<file path="src/rtl/sel_frecuencias.sv">
// Button-selectable square-wave generator: synchronized up/down buttons step a
// frequency index, and a counter divides the board clock by 2*(HALF_BASE >> step).
module sel_frecuencias #(
    parameter int NSTEPS     = 8,
    parameter int HALF_BASE  = 50000,
    parameter int RESET_STEP = 0
) (
    input  logic clknexys,
    input  logic Reset,
    input  logic aumf_i,
    input  logic bajaf_i,
    output logic salida_o
);

    localparam int SW = (NSTEPS > 1) ? $clog2(NSTEPS) : 1;
    localparam int CW = (HALF_BASE > 1) ? $clog2(HALF_BASE) : 1;
    localparam logic [SW-1:0] STEP_MAX = SW'(NSTEPS - 1);
    localparam logic [SW-1:0] STEP_RST = SW'(RESET_STEP);

    logic [2:0]    up_sync_q, up_sync_d;
    logic [2:0]    dn_sync_q, dn_sync_d;
    logic [SW-1:0] step_q, step_d;
    logic [CW-1:0] cnt_q, cnt_d;
    logic          salida_q, salida_d;

    logic          up_p, dn_p, step_chg;
    logic [CW-1:0] half_m1;

    // Terminal count for the current step; HALF_BASE >= 2^(NSTEPS-1) keeps it non-negative.
    function automatic logic [CW-1:0] half_minus1(input logic [SW-1:0] s);
        logic [31:0] h;
        h = (32'(HALF_BASE) >> s) - 32'd1;
        return h[CW-1:0];
    endfunction

    always_comb begin
        up_sync_d = {up_sync_q[1:0], aumf_i};
        dn_sync_d = {dn_sync_q[1:0], bajaf_i};
        up_p      = up_sync_q[1] & ~up_sync_q[2];
        dn_p      = dn_sync_q[1] & ~dn_sync_q[2];
        half_m1   = half_minus1(step_q);

        step_d   = step_q;
        step_chg = 1'b0;
        if (up_p && !dn_p && step_q != STEP_MAX) begin
            step_d   = step_q + SW'(1);
            step_chg = 1'b1;
        end else if (dn_p && !up_p && step_q != '0) begin
            step_d   = step_q - SW'(1);
            step_chg = 1'b1;
        end

        // A real step change restarts the half-period without toggling the output.
        cnt_d    = cnt_q + CW'(1);
        salida_d = salida_q;
        if (step_chg) begin
            cnt_d = '0;
        end else if (cnt_q == half_m1) begin
            cnt_d    = '0;
            salida_d = ~salida_q;
        end
    end

    always_ff @(posedge clknexys or negedge Reset) begin
        if (!Reset) begin
            up_sync_q <= '0;
            dn_sync_q <= '0;
            step_q    <= STEP_RST;
            cnt_q     <= '0;
            salida_q  <= 1'b0;
        end else begin
            up_sync_q <= up_sync_d;
            dn_sync_q <= dn_sync_d;
            step_q    <= step_d;
            cnt_q     <= cnt_d;
            salida_q  <= salida_d;
        end
    end

    assign salida_o = salida_q;

endmodule

</file>
<file path="config.mk">
export PLATFORM = sky130hd
export DESIGN_NAME = sel_frecuencias
export DESIGN_NICKNAME = d
export VERILOG_FILES = /design/src/rtl/sel_frecuencias.sv
export SDC_FILE = /design/constraint.sdc
export NUM_CORES = 1
export LEC_CHECK = 0
export ABC_AREA = 1
export CORE_MARGIN = 2
export CORE_UTILIZATION = 45
export DETAILED_ROUTE_END_ITERATION = 16
export SYNTH_ARGS = -nofsm -noshare
export SYNTH_HDL_FRONTEND = slang
export SYNTH_SLANG_ARGS = --single-unit
</file>
<file path="constraint.sdc">
create_clock -name clknexys -period 3 [get_ports clknexys]
set_input_delay 0.6 -clock clknexys [delete_from_list [all_inputs] [get_ports clknexys]]
set_output_delay 0.6 -clock clknexys [all_outputs]
set_load 0.005 [all_outputs]
</file>
==> results.toml, run 1 <==
[run_status]
status = "completed"

[sta]
relSlewSlack_pct = 65.5
hold_violations = 0
tightest_slew_ns = 0.513
whs_ns = 0.357
finClkSkew_ns = 0.00365
fin_crit_ns = 2.75
grt_setup_unrepaired = "false"
setup-violations-final = 0
min_period_over_period_pct = 91.5
fmaxAchievable_mhz = 364
slew_violations = 0
fin_tns_setup_ns = 0

[final_layout]
layout-drive-gt1-share_pct = 19.3
areaGrowthSynthToFinish_pct = 9.10
fill_cells = 511
diodes = 0
nNetsFinal = 363

[global_routing]
antenna_found_initial = 0
grt_pass1_wl_mm = 9.72
grt.overflow.total = 0
met2_usage_pct = 33.2
grt_pass1_vias = 2084
use_met1_pct = 27.9
grt_usage_pct = 20.2
grt_max_degree = 27
busiest_layer = "met2"
met3_usage_pct = 3.02

[die]
core.rowCount = 26
die-area_sq_um = 6040
die_x_um = 77.7
initial_core_util_pct = 47.3
io_pins = 5
coreArea_sq_um = 5170
fp.dieH_um = 77.7

[setup_path]
setup.worst_path.class = "reg -> reg"
crit_start = "step_q[0]"
cp.required_ns = 3.22
r2r_end = "salida_o"
cp_max_fo = 15
reg2reg_depth = 15
crit_end = "salida_o"
arrival_ns = 2.97
crit_path_start_kind = "register"
ff2ff_setup_slack_ns = 0.25
reg2reg_from = "step_q[0]"
end_kind = "register"

[route]
viasPerCell = 4.95
vias = 2063
wl_per_cell_um = 13.1
drt-initial-drc-count = 87
drc = 0
wl_mm = 5.47
antenna_left = 0
dr.pass1.iters = 4

[cts]
cts_root_buffer = "clkbuf_8"
htreeDepth = 1
cts_buffers = 3
tritoncts = "done"
clk_path_buf_depth = 2
clk_pin_slew_ns = 0.09
cts_sinks = 26
cts_hold_buf = 0
cts_resized = 0
cts_setup_buffers = 0
clk_latency_ns = 0.27

[min_path]
hold_path_class = "reg -> reg"

[synthesis]
synth-seq-cells = 26
ys.flop_type = "dfrtp_1"
yosys.area.top_type = "dfrtp_1"
synth_edf_count = 0
netlist.area_leader.share_pct = 26.6
synth_cells = 337
syn_area_sq_um = 2450
seq_area_frac_synth_pct = 26.6
synthTopCellsByArea = "dfrtp_1 (27%), nand2_1 (13%), xor2_1 (8.2%), nand3_1 (7.4%), inv_1 (6.0%)"
yosysMostFrequentCell = "nand2_1"
yosys-top-cells-count = "nand2_1 (84), inv_1 (39), nand3_1 (36)"
synth_area_per_cell_sq_um = 7.26
synth_warnings = 0
synth_nets = 352
yosysUniqueCellTypes = 28
synthArstFlopShare_pct = 100

[power]
p_switching_w = 0.00157
combPwrFrac_pct = 73.0
pwr_density_cell_nw_per_um2 = 1080
p_clk_share_pct = 10.3
p_leak_nw = 1.26
peakVddDrop_uv = 373
seqPwrFrac_pct = 16.7
p_int_w = 0.00130
swShare_pct = 54.7

[placement]
io_buffers = 4
post-dp-hpwl_mm = 4.59
gp_congestion = 1.01

[flow_run]
drv_cap = 0
[kinds of logic after synthesis]
| family | count (synthesis) | share of synthesized area (%) |
|---|---|---|
| AND/OR/NAND/NOR | 216 | 47.4 |
| AO/OA/AOI/OAI | 9 | 2.25 |
| flip-flops | 26 | 26.6 |
| adder cells (fa/ha/maj) | 11 | 5.93 |
| XOR/XNOR | 27 | 9.67 |
| buffers and inverters | 48 | 8.13 |
[worst min-delay path by stage]
stage / startpoint / endpoint / slack (ns) / cells after the start
floorplan: Reset / cnt_q[0] / 0.30 / 0
global placement: dn_sync_q[0] / dn_sync_q[1] / 0.33 / 0
detailed placement: up_sync_q[0] / up_sync_q[1] / 0.34 / 0
CTS: up_sync_q[0] / up_sync_q[1] / 0.36 / 0
global route: dn_sync_q[0] / dn_sync_q[1] / 0.38 / 0
finish: up_sync_q[0] / up_sync_q[1] / 0.36 / 0
[per-layer routing]
| metal | vias up | part of all wire (%) | wire [um] |
|---|---|---|---|
| met4 | 0 | 1.5 | 82 |
| met1 | 937 | 48 | 2640 |
| met3 | 9 | 4.3 | 237 |
| met5 | - | 0 | 0 |
| li1 | 1082 | - | - |
| met2 | 35 | 46 | 2510 |
[final cells by class]
cell class	count	area, sq um	share of cell area [%]
Clock buffer	3	41.3	1.55
Multi-Input combinational cell	263	1600	59.8
Timing Repair Buffer	10	97.6	3.66
Clock inverter	1	30.0	1.13
Inverter	44	165	6.19
Sequential cell	26	651	24.4
Tap cell	70	87.6	3.28
[state kept, by name (all words and copies together), names as in the netlist]
| signal | cells |
|---|---|
| cnt_q | 16 |
| salida_o | 1 |
| up_sync_q | 3 |
| dn_sync_q | 3 |
| step_q | 3 |
[through the flow]
stage / area, sq um / total power (W) / instances / util [%] / worst slack, ns
after floorplan: 2450 / 0.00217 / 337 / - / 0.344
after global placement: 2600 / 0.00258 / 413 / 50.2 / 0.272
after detailed placement: 2600 / 0.00259 / 413 / 50.2 / 0.253
after CTS: 2670 / 0.00289 / 417 / 51.6 / 0.223
after global routing: 2670 / 0.00319 / 417 / 51.6 / 0.0213
final: 2670 / 0.00287 / 417 / 51.6 / 0.255
[critical path: stages (launching register included)]
cell and delay [ns]:
dfrtp_1 0.58, inv_1 0.15, ha_1 0.28, o21ai_2 0.19
ha_1 0.24, nand2_2 0.12, nor2_4 0.16, nand2_1 0.08
xor2_1 0.19, nand3_1 0.11, nor2_2 0.11, nand2_2 0.08
nor2_4 0.10, buf_12 0.16, nand3_1 0.07, nand2_1 0.06
[layout by cell type, fill, tap and decap left out]
cell	synthesis	final
clkdlybuf4s50_1	0	4
nor3_1	9	9
nand3_1	36	36
xor2_1	23	23
inv_2	5	5
nand2_2	12	12
and2_2	1	1
dfrtp_1	26	26
nor4_1	3	3
o21ai_2	2	2
clkbuf_8	0	3
nor2_1	26	26
ha_1	10	10
nor3_2	11	11
nand2_4	7	7
bufinv_16	0	1
nand3b_1	4	4
nand2_1	84	84
o211ai_1	1	1
fa_1	1	1
nand3_2	1	1
xnor2_1	4	4
nor2_8	1	1
buf_4	0	5
o21ai_0	6	6
buf_12	0	1
nand4_1	4	4
inv_1	39	39
nor2_4	8	8
nor2_2	9	9
[power groups by stage]
stage	registers, W	logic (W)	clock network (W)
2_1_floorplan	0.000475	0.00170	0
3_3_place_gp	0.000486	0.00209	0
3_5_place_dp	0.000487	0.00210	0
4_1_cts	0.000480	0.00211	0.000306
5_1_grt	0.000493	0.00238	0.000316
6_report	0.000480	0.00210	0.000295
Power figures use the tool's default switching activity.
==> inputs of run 2 (changes only) <==
CAP_MARGIN = 10   (was not set)
==> results of run 2 <==
Same layout as run 1: the final DEF is identical, and so are final timing and power.
